--- config.mk ---
export PLATFORM = sky130hd
export DESIGN_NAME = mem_ctrl_arbiter
export DESIGN_NICKNAME = d
export VERILOG_FILES = /design/src/rtl/mem_ctrl_arbiter.sv
export SDC_FILE = /design/constraint.sdc
export NUM_CORES = 1
export LEC_CHECK = 0
export BUFFER_PORTS_ARGS = -buffer_cell sky130_fd_sc_hd__buf_2
export CORE_MARGIN = 2
export CORE_UTILIZATION = 45
export CTS_CLUSTER_SIZE = 40
export DETAILED_ROUTE_END_ITERATION = 6
export MAX_ROUTING_LAYER = met4
export PLACE_DENSITY = 0.69
export SETUP_SLACK_MARGIN = 0.3
export SLEW_MARGIN = 30
export SYNTH_ARGS = -nofsm -noshare
export SYNTH_HDL_FRONTEND = slang
export SYNTH_SLANG_ARGS = --single-unit
--- constraint.sdc ---
create_clock -name clk -period 7.8 [get_ports clk]
set_input_delay 0.78 -clock clk [delete_from_list [all_inputs] [get_ports clk]]
set_output_delay 0.78 -clock clk [all_outputs]
set_load 0.02 [all_outputs]
--- src/rtl/mem_ctrl_arbiter.sv ---
`default_nettype none
// ============================================================================
// Module   : mem_ctrl_arbiter
// Purpose  : Byte-serial memory controller. Arbitrates between the
//            instruction fetcher (4-byte reads) and the LSU (1/2/4-byte
//            loads and stores), drives the registered byte bus
//            (mem_a/mem_dout/mem_wr), assembles little-endian read data and
//            returns a one-cycle finish pulse to the owner.
// Ports    : clk, rst            - clock, synchronous active-high reset
//            rdy                 - global ready; low freezes all state
//            rollback            - flush; abandons reads, never stores
//            if_enable/if_addr   - fetch request (always 4 bytes)
//            if_finish/if_data   - fetch completion pulse and data
//            lsu_enable/lsu_wr/lsu_size/lsu_addr/lsu_wdata - LSU request
//            lsu_finish/lsu_rdata - LSU completion pulse and load data
//            mem_din/mem_dout/mem_a/mem_wr - external byte bus
//            io_buffer_full      - UART back-pressure for IO stores
// Revision : 1.0 - initial release
// ============================================================================
module mem_ctrl_arbiter #(
    parameter int ADDR_W = 32,
    parameter int DATA_W = 32
) (
    input  logic              clk,
    input  logic              rst,
    input  logic              rdy,
    input  logic              rollback,
    input  logic              if_enable,
    input  logic [ADDR_W-1:0] if_addr,
    output logic              if_finish,
    output logic [DATA_W-1:0] if_data,
    input  logic              lsu_enable,
    input  logic              lsu_wr,
    input  logic [2:0]        lsu_size,
    input  logic [ADDR_W-1:0] lsu_addr,
    input  logic [DATA_W-1:0] lsu_wdata,
    output logic              lsu_finish,
    output logic [DATA_W-1:0] lsu_rdata,
    input  logic [7:0]        mem_din,
    output logic [7:0]        mem_dout,
    output logic [ADDR_W-1:0] mem_a,
    output logic              mem_wr,
    input  logic              io_buffer_full
);

    localparam logic [1:0] c_IDLE  = 2'd0;
    localparam logic [1:0] c_READ  = 2'd1;
    localparam logic [1:0] c_WRITE = 2'd2;

    localparam logic c_OWN_IF  = 1'b0;
    localparam logic c_OWN_LSU = 1'b1;

    logic [1:0]        r_state,      w_state_nxt;
    logic              r_owner,      w_owner_nxt;
    logic [ADDR_W-1:0] r_base,       w_base_nxt;
    logic [2:0]        r_n,          w_n_nxt;
    // READ: edges elapsed since accept. WRITE: index of byte on the bus.
    logic [2:0]        r_idx,        w_idx_nxt;
    logic [DATA_W-1:0] r_buf,        w_buf_nxt;
    logic [DATA_W-1:0] r_wdata,      w_wdata_nxt;
    logic [ADDR_W-1:0] r_mem_a,      w_mem_a_nxt;
    logic [7:0]        r_mem_dout,   w_mem_dout_nxt;
    logic              r_mem_wr,     w_mem_wr_nxt;
    logic              r_if_finish,  w_if_finish_nxt;
    logic [DATA_W-1:0] r_if_data,    w_if_data_nxt;
    logic              r_lsu_finish, w_lsu_finish_nxt;
    logic [DATA_W-1:0] r_lsu_rdata,  w_lsu_rdata_nxt;

    logic [2:0]        w_idx_p1;
    logic [ADDR_W-1:0] w_next_addr;
    logic [5:0]        w_cap_sh;
    logic [DATA_W-1:0] w_assembled;
    logic [7:0]        w_next_wbyte;
    logic              w_req_ok;

    // A store byte is blocked while it targets the UART window and the
    // UART buffer is full.
    function automatic logic io_blocked(input logic [ADDR_W-1:0] a,
                                        input logic full);
        return (a[17:16] == 2'b11) && full;
    endfunction

    assign w_idx_p1     = r_idx + 3'd1;
    assign w_next_addr  = r_base + ADDR_W'(w_idx_p1);
    // Byte k of a read arrives while r_idx == k+1.
    assign w_cap_sh     = {r_idx - 3'd1, 3'b000};
    assign w_assembled  = r_buf | (DATA_W'(mem_din) << w_cap_sh);
    assign w_next_wbyte = 8'(r_wdata >> {w_idx_p1, 3'b000});
    // No new request while a finish pulse is visible, giving the requester
    // one cycle to drop its enable; none during a flush either.
    assign w_req_ok     = !r_if_finish && !r_lsu_finish && !rollback;

    always_comb begin
        w_state_nxt      = r_state;
        w_owner_nxt      = r_owner;
        w_base_nxt       = r_base;
        w_n_nxt          = r_n;
        w_idx_nxt        = r_idx;
        w_buf_nxt        = r_buf;
        w_wdata_nxt      = r_wdata;
        w_mem_a_nxt      = r_mem_a;
        w_mem_dout_nxt   = r_mem_dout;
        w_mem_wr_nxt     = 1'b0;
        w_if_finish_nxt  = 1'b0;
        w_if_data_nxt    = r_if_data;
        w_lsu_finish_nxt = 1'b0;
        w_lsu_rdata_nxt  = r_lsu_rdata;

        case (r_state)
            c_IDLE: begin
                if (w_req_ok && lsu_enable) begin
                    w_owner_nxt = c_OWN_LSU;
                    w_base_nxt  = lsu_addr;
                    w_n_nxt     = lsu_size;
                    w_idx_nxt   = 3'd0;
                    w_buf_nxt   = '0;
                    w_wdata_nxt = lsu_wdata;
                    w_mem_a_nxt = lsu_addr;
                    if (lsu_wr) begin
                        w_state_nxt    = c_WRITE;
                        w_mem_dout_nxt = lsu_wdata[7:0];
                        w_mem_wr_nxt   = !io_blocked(lsu_addr, io_buffer_full);
                    end else begin
                        w_state_nxt = c_READ;
                    end
                end else if (w_req_ok && if_enable) begin
                    w_owner_nxt = c_OWN_IF;
                    w_base_nxt  = if_addr;
                    w_n_nxt     = 3'd4;
                    w_idx_nxt   = 3'd0;
                    w_buf_nxt   = '0;
                    w_mem_a_nxt = if_addr;
                    w_state_nxt = c_READ;
                end
            end

            c_READ: begin
                if (rollback) begin
                    w_state_nxt = c_IDLE;
                end else begin
                    w_idx_nxt = w_idx_p1;
                    if (w_idx_p1 < r_n) begin
                        w_mem_a_nxt = w_next_addr;
                    end
                    if (r_idx != 3'd0) begin
                        w_buf_nxt = w_assembled;
                    end
                    if (r_idx == r_n) begin
                        w_state_nxt = c_IDLE;
                        if (r_owner == c_OWN_IF) begin
                            w_if_finish_nxt = 1'b1;
                            w_if_data_nxt   = w_assembled;
                        end else begin
                            w_lsu_finish_nxt = 1'b1;
                            w_lsu_rdata_nxt  = w_assembled;
                        end
                    end
                end
            end

            c_WRITE: begin
                // Committed stores ignore rollback. A byte counts as written
                // only if mem_wr was actually high in the cycle just ended;
                // otherwise (back-pressure or rdy pause) it is re-issued.
                if (r_mem_wr) begin
                    if (w_idx_p1 == r_n) begin
                        w_state_nxt      = c_IDLE;
                        w_lsu_finish_nxt = 1'b1;
                    end else begin
                        w_idx_nxt      = w_idx_p1;
                        w_mem_a_nxt    = w_next_addr;
                        w_mem_dout_nxt = w_next_wbyte;
                        w_mem_wr_nxt   = !io_blocked(w_next_addr, io_buffer_full);
                    end
                end else begin
                    w_mem_wr_nxt = !io_blocked(r_mem_a, io_buffer_full);
                end
            end

            default: begin
                w_state_nxt = c_IDLE;
            end
        endcase
    end

    always_ff @(posedge clk) begin
        if (rst) begin
            r_state      <= c_IDLE;
            r_owner      <= c_OWN_IF;
            r_base       <= '0;
            r_n          <= 3'd0;
            r_idx        <= 3'd0;
            r_buf        <= '0;
            r_wdata      <= '0;
            r_mem_a      <= '0;
            r_mem_dout   <= 8'd0;
            r_mem_wr     <= 1'b0;
            r_if_finish  <= 1'b0;
            r_if_data    <= '0;
            r_lsu_finish <= 1'b0;
            r_lsu_rdata  <= '0;
        end else if (!rdy) begin
            r_mem_wr <= 1'b0;
        end else begin
            r_state      <= w_state_nxt;
            r_owner      <= w_owner_nxt;
            r_base       <= w_base_nxt;
            r_n          <= w_n_nxt;
            r_idx        <= w_idx_nxt;
            r_buf        <= w_buf_nxt;
            r_wdata      <= w_wdata_nxt;
            r_mem_a      <= w_mem_a_nxt;
            r_mem_dout   <= w_mem_dout_nxt;
            r_mem_wr     <= w_mem_wr_nxt;
            r_if_finish  <= w_if_finish_nxt;
            r_if_data    <= w_if_data_nxt;
            r_lsu_finish <= w_lsu_finish_nxt;
            r_lsu_rdata  <= w_lsu_rdata_nxt;
        end
    end

    assign if_finish  = r_if_finish;
    assign if_data    = r_if_data;
    assign lsu_finish = r_lsu_finish;
    assign lsu_rdata  = r_lsu_rdata;
    assign mem_a      = r_mem_a;
    assign mem_dout   = r_mem_dout;
    assign mem_wr     = r_mem_wr;

endmodule
`default_nettype wire

==> results of run 1 <==
## power by group
| group | leakage [nW] | switching [mW] | internal, mW | total, mW |
|---|---|---|---|---|
| Combinational | 2.28 | 0.183 | 0.108 | 0.291 |
| Sequential | 1.72 | 0.0346 | 1.12 | 1.16 |
| Clock | 0.350 | 0.429 | 0.610 | 1.04 |
## area by class of cell
| class | instances | area share |
|---|---|---|
| clock buffer | 35 | 0.0579 |
| timing repair buffer | 231 | 0.105 |
| sequential | 212 | 0.378 |
| multi-input combinational | 772 | 0.417 |
| inverter | 18 | 0.00601 |
| clock inverter | 7 | 0.00624 |
| tap | 270 | 0.0301 |
## metal layers
metal	wire length, um	GRT usage	vias up
met1	11100	0.297	3827
met5	0	-	-
met2	11900	0.377	266
met4	381	0.0476	0
met3	1700	0.0355	34
li1	-	-	4206
## cell families after synthesis
| logic type | synth area share |
|---|---|
| AOI/OAI and AO/OA | 0.204 |
| xor gates and xnor gates | 0.0254 |
| adders and majority gates | 0.0196 |
| buffers and inverters | 0.0451 |
| DFF | 0.456 |
| muxes | 0.0624 |
| and+or+nand+nor | 0.188 |
## state kept, by name, indices dropped and copies added (netlist names)
register	flops
mem_dout	8
r_idx	3
lsu_finish	1
mem_a	32
if_data	32
r_base	32
r_owner	1
if_finish	1
r_wdata	32
r_state	2
r_n	3
mem_wr	1
lsu_rdata	32
r_buf	32
## final timing paths
kind / slack [ns] / to / from / cells after the start
setup reg to reg: 3.25 / mem_a[22] / r_idx[0] / 10
hold reg to reg: 0.45 / mem_a[7] / mem_a[7] / 2
hold / removal: 0.45 / mem_a[7] / mem_a[7] / 2
setup / recovery: 3.25 / mem_a[22] / r_idx[0] / 10
## Yosys cell counts (5+ instances only)
master,n
nor3_1,12
clkbuf_1,51
nor2_1,164
nand4_1,10
mux4_2,8
buf_2,20
and3_1,5
xnor2_1,18
buf_1,11
nand2b_1,10
a211oi_1,96
o211ai_1,10
nand2_1,125
a32o_1,6
nor4_2,5
o21ai_0,16
a21oi_1,126
ha_1,13
mux2i_1,40
a311oi_1,9
a31oi_1,5
inv_1,17
nand3_1,31
xor2_1,9
dfxtp_1,212
a211o_1,5
## stage by stage
step | instances | hold WS (ns) | setup WS [ns] | util | total power [mW]
floorplan | 1086 | 0.433 | 4.84 | - | 1.37
global placement | 1503 | 0.436 | 3.41 | 0.519 | 1.47
detailed placement | 1503 | 0.445 | 3.23 | 0.519 | 1.47
CTS | 1545 | 0.453 | 3.23 | 0.555 | 2.51
global route | 1545 | 0.468 | 2.94 | 0.555 | 2.59
finish | 1545 | 0.450 | 3.25 | 0.555 | 2.49
## tightest hold or removal path, cell delays in order, from the launching register on
cell and delay [ns]:
dfxtp_1 0.30, nand2_1 0.05, a21oi_1 0.05
==> flow_summary.toml, run 1 <==
[cells_and_area]
fin_nets = 1387
final_common_cell = "buf_2"
final_cell_mix = "buf_2, dfxtp_1, nor2_1"
fin_area_um2 = 11200
drive_gt1_frac = 0.234
num_antenna_cells = 0
n_fill_cell = 1939
multi_input_area_um2 = 4680
area_growth_pct = 20.8
register_area_um2 = 4240

[cts]
cts_setup_buffers = 0
cts_buffers = 23
cts_resized = 0
cts_tree = "yes"
postCtsHoldBufs = 0
worstSkewPairLatency_ns = 0.51
cts.sinks = 212
htreeDepth = 1
root_buffer = "clkbuf_16"
ctsLongestPathBuffers = 3
clkTransAtPathRegs_ns = 0.06

[placement]
portBuffers = 221
gp_congestion = 0.896
dp_hpwl_mm = 17.6
placed_area_um2 = 10500

[global_routing]
grt_use_total = 0.228
grt-ovfl-total = 0
antenna_found_initial = 0
grt_pass1_vias = 7762
grt_pass1_wl_mm = 39.7
grt_max_degree = 88

[logic_synthesis]
ys_types = 61
syn_nets = 1215
synth_edf_count = 0
netlist.top_cell.by_area = "dfxtp_1"
synth_seq_cells = 212
ys_warn_count = 0
synth-main-ff-cell = "dfxtp_1"
yosysSeqAreaShare = 0.456
syn_area_um2 = 9300
async_flop_share = 0
syn_inst = 1086
synthDominantCellAreaShare = 0.456
synth_top_cells_by_area = "dfxtp_1, a211oi_1, a21oi_1"
synth_area_per_cell_um2 = 8.57

[floorplanning]
io_pins = 222
fp.dieW_um = 148
initial_core_util = 0.460
die_h_um = 148
rows = 52
fp.dieArea_um2 = 21800
design.core.area_um2 = 20200

[detailed_routing]
drt_first_pass_iters = 6
postRouteAntennaNets = 0
via_per_inst = 5.39
routedWlPerCell_um = 16.3
routed_wl_mm = 25.1
vias = 8333
drc = 0
drtIter0Drc = 550

[worst_setup_path]
crit_chain = "inv_1, ha_1, ha_1, nand4_1, nand3_2, or3_4, nor2_2, buf_4, nor2_1, a22o_1"
timing.critical_path.mode_cell = "ha_1"
slowest_stage = "ha_1"
worst_setup_path_start_kind = "flop"
crit_buf_inv = 2
cp_top_family = "adder cells"
cp.arrival_ns = 4.95
critPathKind = "reg -> reg"
critPathRequiredTime_ns = 8.20
max_stage_delay_ns = 0.97
cp_max_fo = 17
endpoint_kind = "flop"

[sta]
relSlewSlack = 0.350
hold_viol = 0
tightest_slew_ns = 0.967
skew_ns = 0.00545
rsz0062_at_grt = "false"
drv_slew = 0
setup_viol = 0
period_share = 0.583
setup-tns-final_ns = 0
fin_crit_ns = 4.55
max_freq_mhz = 220

[job]
maxCapViolCount = 0

[status]
status = "finished clean"

[pwr]
power.density_nw_per_um2 = 222
leakagePower_nw = 4.35
ir_drop_uv = 150

[worst_hold_path]
hold_path_class = "reg -> reg"
Power figures use the tool's default switching activity.
==> run 2, diff against run 1 <==
==> constraint.sdc (replaced) <==
create_clock -name clk -period 4.45 [get_ports clk]
set_input_delay 0.445 -clock clk [delete_from_list [all_inputs] [get_ports clk]]
set_output_delay 0.445 -clock clk [all_outputs]
set_load 0.02 [all_outputs]
==> flow_summary.toml, run 2 (same netlist as run 1, synthesis figures left out) <==
[status]
status = "finished clean"

[cts]
cts_tree = "yes"
cts.sinks = 212
ctsLongestPathBuffers = 3
htreeDepth = 1
worstSkewPairLatency_ns = 0.51
root_buffer = "clkbuf_16"
clkTransAtPathRegs_ns = 0.06
cts_buffers = 23

[floorplanning]
fp.dieArea_um2 = 21800
initial_core_util = 0.460
die_h_um = 148
io_pins = 222
rows = 52
design.core.area_um2 = 20200
fp.dieW_um = 148

[placement]
gp_congestion = 0.860
portBuffers = 221
dp_hpwl_mm = 17.6

[pwr]
ir_drop_uv = 247
power.density_nw_per_um2 = 387
leakagePower_nw = 4.37

[global_routing]
busiest_layer = "met2"
grt-ovfl-total = 0
grt_use_total = 0.230
met1_usage = 0.316
grt_pass1_vias = 7677
use_met3 = 0.0352
grt_util_met2 = 0.364
grt_max_degree = 71
antenna_found_initial = 1
grt_pass1_wl_mm = 40.1

[detailed_routing]
routed_wl_mm = 25.1
postRouteAntennaNets = 0
vias = 8366
via_per_inst = 5.41
drc = 0
drt_first_pass_iters = 4
drtIter0Drc = 503
routedWlPerCell_um = 16.2

[sta]
hold_ws_ns = 0.177
rsz0062_at_grt = "false"
tightest_slew_ns = 0.929
relSlewSlack = 0.381
max_freq_mhz = 284
fin_crit_ns = 3.52
drv_slew = 0
hold_viol = 0
skew_ns = 0.0136
setup_viol = 0
setup-tns-final_ns = 0
period_share = 0.791

[worst_setup_path]
critPathKind = "reg -> reg"
cp_max_fo = 24
cp.arrival_ns = 3.92
timing.critical_path.mode_cell = "ha_1"
crit_chain = "ha_1, xnor2_1, inv_1, ha_1, nand4_1, nand3_2, or3_4, or2_1, a311o_1"
max_stage_delay_ns = 0.65
slowest_stage = "xnor2_1"
critical_path.startpoint = "r_idx[1]"
rr_startpoint = "r_idx[1]"
worst_setup_path_start_kind = "flop"
endpoint_kind = "flop"
critPathRequiredTime_ns = 4.85

[job]
maxCapViolCount = 0

[cells_and_area]
drive_gt1_frac = 0.237
fin_nets = 1391
final_cell_mix = "buf_2, dfxtp_1, nor2_1"
area_growth_pct = 21.1
final_common_cell = "buf_2"

[worst_hold_path]
min_from = "lsu_size[2]"
hold_path_class = "in -> reg"
-- run 2: cell types whose count changed in the layout (fill, tap and decap cells not counted), sizes merged --
cell	delta
diode	+2
clkinvlp	+1
buf	+4
clkbuf	-2
clkinv	-3
-- run 2: cell type report --
class / instances / area, um2
Multi-Input combinational cell: 772 / 4700
Clock buffer: 33 / 643
Sequential cell: 212 / 4240
Inverter: 18 / 67.6
Tap cell: 270 / 338
Antenna cell: 2 / 5.00
Timing Repair Buffer: 235 / 1210
Fill cell: 1925 / 8960
Clock inverter: 5 / 58.8
-- run 2: path summary, 6_finish.rpt --
path	end	slack [ns]	cells after the start
max	mem_a[26]	0.93	9
min	r_n[2]	0.18	3
max reg2reg	mem_a[26]	0.93	9
min reg2reg	mem_a[1]	0.45	2
-- run 2: through the flow --
stage,power [mW],setup slack [ns],instance area [um2],cells,utilization
detailed placement,2.58,0.677,10500,1507,0.521
CTS,4.40,0.667,11200,1545,0.556
floorplan,2.40,1.49,9300,1086,-
global route,4.53,0.556,11300,1546,0.557
global placement,2.57,0.680,10500,1507,0.520
finish,4.36,0.928,11300,1547,0.557
-- run 2: critical path: cells and delay by family, from the launching register on --
| kind | cells | cell delay [ns] |
|---|---|---|
| buf+inv | 1 | 0.17 |
| compound gates | 1 | 0.48 |
| xor+xnor | 1 | 0.65 |
| flops | 1 | 0.33 |
| fa+ha+maj | 2 | 0.57 |
| simple gates | 4 | 1.21 |
-- run 2: power breakdown --
group	switching [mW]	internal (mW)	total [mW]
Sequential	0.0570	1.97	2.03
Combinational	0.326	0.193	0.518
Clock	0.757	1.06	1.81
-- run 2: layer usage --
layer / part of all wire / vias up
li1: - / 4201
met1: 0.46 / 3881
met2: 0.46 / 253
met3: 0.064 / 31
met4: 0.015 / 0
met5: 0 / -
-- run 2: repair_timing --
| item | in CTS | in global routing |
|---|---|---|
| setup endpoints to repair | 0 | 2 |
| hold buffers | 0 | 0 |
| setup buffers | 0 | 0 |
| hold endpoints to repair | 0 | 0 |
| resized for setup | 0 | 1 |
==> run 3, diff against run 2 <==
--- a/config.mk
+++ b/config.mk
@@ -5,13 +5,14 @@
 export SDC_FILE = /design/constraint.sdc
 export NUM_CORES = 1
 export LEC_CHECK = 0
+export ABC_AREA = 1
 export BUFFER_PORTS_ARGS = -buffer_cell sky130_fd_sc_hd__buf_2
 export CORE_MARGIN = 2
 export CORE_UTILIZATION = 45
 export CTS_CLUSTER_SIZE = 40
 export DETAILED_ROUTE_END_ITERATION = 6
 export MAX_ROUTING_LAYER = met4
-export PLACE_DENSITY = 0.69
+export PLACE_DENSITY = 0.68
 export SETUP_SLACK_MARGIN = 0.3
 export SLEW_MARGIN = 30
 export SYNTH_ARGS = -nofsm -noshare
==> constraint.sdc (replaced) <==
create_clock -name clk -period 3.6 [get_ports clk]
set_input_delay 0.36 -clock clk [delete_from_list [all_inputs] [get_ports clk]]
set_output_delay 0.36 -clock clk [all_outputs]
set_load 0.02 [all_outputs]
==> flow_summary.toml, run 3 <==
[logic_synthesis]
ys_warn_count = 0
synthDominantCellAreaShare = 0.416
synth_common_cells = "nand2_1, dfxtp_1, o21ai_0, nor2_1, a21oi_1"
async_flop_share = 0
syn_inst = 1466
synth_edf_count = 0
netlist.top_cell.by_area = "dfxtp_1"
ys_types = 39
synth_area_per_cell_um2 = 6.96
synth_top_cells_by_area = "dfxtp_1, o21ai_0, nand2_1"
synth-main-ff-cell = "dfxtp_1"
syn_nets = 1595
yosysMostFrequentCell = "nand2_1"
yosysSeqAreaShare = 0.416
synth_seq_cells = 212
syn_area_um2 = 10200

[worst_setup_path]
r2r_slack_ns = 0.66
rr_startpoint = "r_idx[0]"
worst_setup_path_start_kind = "flop"
cp_max_fo = 22
crit_buf_inv = 2
cp.arrival_ns = 3.38
cp_top_family = "simple AND/OR/NAND/NOR gates"
slowest_stage = "dfxtp_1"
worst-r2r-cell-count = 12
worst_r2r_endpoint = "mem_a[24]"
max_stage_delay_ns = 0.58
endpoint_kind = "flop"
critPathRequiredTime_ns = 4.04
critPathKind = "reg -> reg"
crit_chain = "ha_1, xnor2_1, inv_1, ha_1, nand4_1, nand2_1, nor2_4, nand2_4, nor2_4, buf_4, o21ai_0, a21oi_1"

[cts]
clkTransAtPathRegs_ns = 0.06
cts_tree = "yes"
cts_resized = 0
root_buffer = "clkbuf_16"
cts_setup_buffers = 0
cts_buffers = 24
worstSkewPairLatency_ns = 0.52
ctsLongestPathBuffers = 3
postCtsHoldBufs = 0
htreeDepth = 1
cts.sinks = 212

[worst_hold_path]
hold_path_class = "in -> reg"
hold_depth = 3
holdPathEnd = "r_wdata[23]"
min_from = "lsu_wdata[23]"

[detailed_routing]
routedWlPerCell_um = 15.2
drt_first_pass_iters = 5
drtIter0Drc = 714
routed_wl_mm = 29.4
postRouteAntennaNets = 0
vias = 10082
routed.top_layer = "met4"
via_per_inst = 5.20
wl_met3_mm = 1.91
wl_met2_mm = 13.2
met1_length_mm = 13.9
drc = 0

[pwr]
ir_drop_uv = 329
leakagePower_nw = 5.12
totalPowerFinal_mw = 6.75
power.density_nw_per_um2 = 552

[sta]
drv_slew = 0
setup-tns-final_ns = 0
relSlewSlack = 0.415
hold_viol = 0
tightest_slew_ns = 0.872
period_share = 0.817
setup_viol = 0
max_freq_mhz = 340
rsz0062_at_grt = "false"
skew_ns = 0.0161
fin_crit_ns = 2.94

[cells_and_area]
multi_input_area_um2 = 5040
area_growth_pct = 19.9
final_common_cell = "nand2_1"
final_cell_mix = "nand2_1, buf_2, dfxtp_1"
fin_nets = 1764
n_fill_cell = 2221
register_area_um2 = 4240
drive_gt1_frac = 0.192

[floorplanning]
fp.dieArea_um2 = 23900
design.core.area_um2 = 22400
io_pins = 222
rows = 55
fp.dieW_um = 155
initial_core_util = 0.455
die_h_um = 155

[placement]
dp_hpwl_mm = 20.2
gp_congestion = 0.982
portBuffers = 221

[global_routing]
grt_use_total = 0.244
grt_max_degree = 85
grt_pass1_wl_mm = 46.8
grt-ovfl-total = 0
antenna_found_initial = 1
grt_pass1_vias = 9028

[status]
status = "finished clean"

[job]
maxCapViolCount = 0
[run 3: how the worst max path moves through the flow]
stage | startpoint | endpoint | slack (ns) | cells past startpoint
after floorplan | r_idx[0] | mem_a[31] | 0.97 | 12
after global placement | r_idx[0] | mem_a[12] | 0.72 | 10
after detailed placement | r_idx[0] | mem_a[12] | 0.58 | 10
after CTS | r_idx[0] | mem_a[12] | 0.54 | 10
after global routing | r_idx[0] | mem_a[21] | 0.36 | 12
final | r_idx[0] | mem_a[24] | 0.66 | 12
[run 3: routing by layer]
metal | vias to the layer above | track usage
li1 | 5164 | -
met1 | 4553 | 0.340
met2 | 327 | 0.376
met3 | 38 | 0.0375
met4 | 0 | 0.0542
met5 | - | -
[run 3: cells by family (layout without fill, tap and decap cells)]
logic type               count (synthesis)  count (layout)  share of synthesized area
XOR/XNOR                                12              12                     0.0103
flip-flops                             212             212                      0.416
AND/OR/NAND/NOR                        556             556                      0.236
adder cells (fa/ha/maj)                 14              14                     0.0179
AO/OA/AOI/OAI                          432             432                      0.227
other                                    0               2                          0
buffers and inverters                  240             427                     0.0933
[run 3: final cells by class]
class	instances	share of cell area
clock inverters	9	0.00644
flip-flops and latches	212	0.347
clock buffers	35	0.0591
repair buffers	237	0.101
multi-input cells	1014	0.412
inverters	146	0.0450
well taps	285	0.0291
diodes	2	0.000409
[run 3: stage by stage]
step                       util  worst slack [ns]  hold slack [ns]  cell area, um2  cells
after global placement    0.509             0.716            0.429           11400   1894
after detailed placement  0.509             0.578            0.433           11400   1894
after CTS                 0.545             0.545           0.0486           12200   1938
after floorplan               -             0.972            0.444           10200   1466
after global routing      0.546             0.359           0.0521           12200   1939
final                     0.546             0.658           0.0609           12200   1940
[run 3: report_power, final]
group | leakage (nW) | total, mW | switching, mW | internal, mW
logic | 3.00 | 1.64 | 1.13 | 0.516
clock network | 0.394 | 2.45 | 0.983 | 1.46
registers | 1.72 | 2.66 | 0.137 | 2.53
total | 5.12 | 6.75 | 2.25 | 4.51
[run 3: worst register-to-register path, stage by stage, from the launching register on]
cell and delay (ns):
dfxtp_1 0.58, ha_1 0.24, xnor2_1 0.15, inv_1 0.12
ha_1 0.34, nand4_1 0.12, nand2_1 0.12, nor2_4 0.16
nand2_4 0.10, nor2_4 0.44, buf_4 0.25, o21ai_0 0.08
a21oi_1 0.17
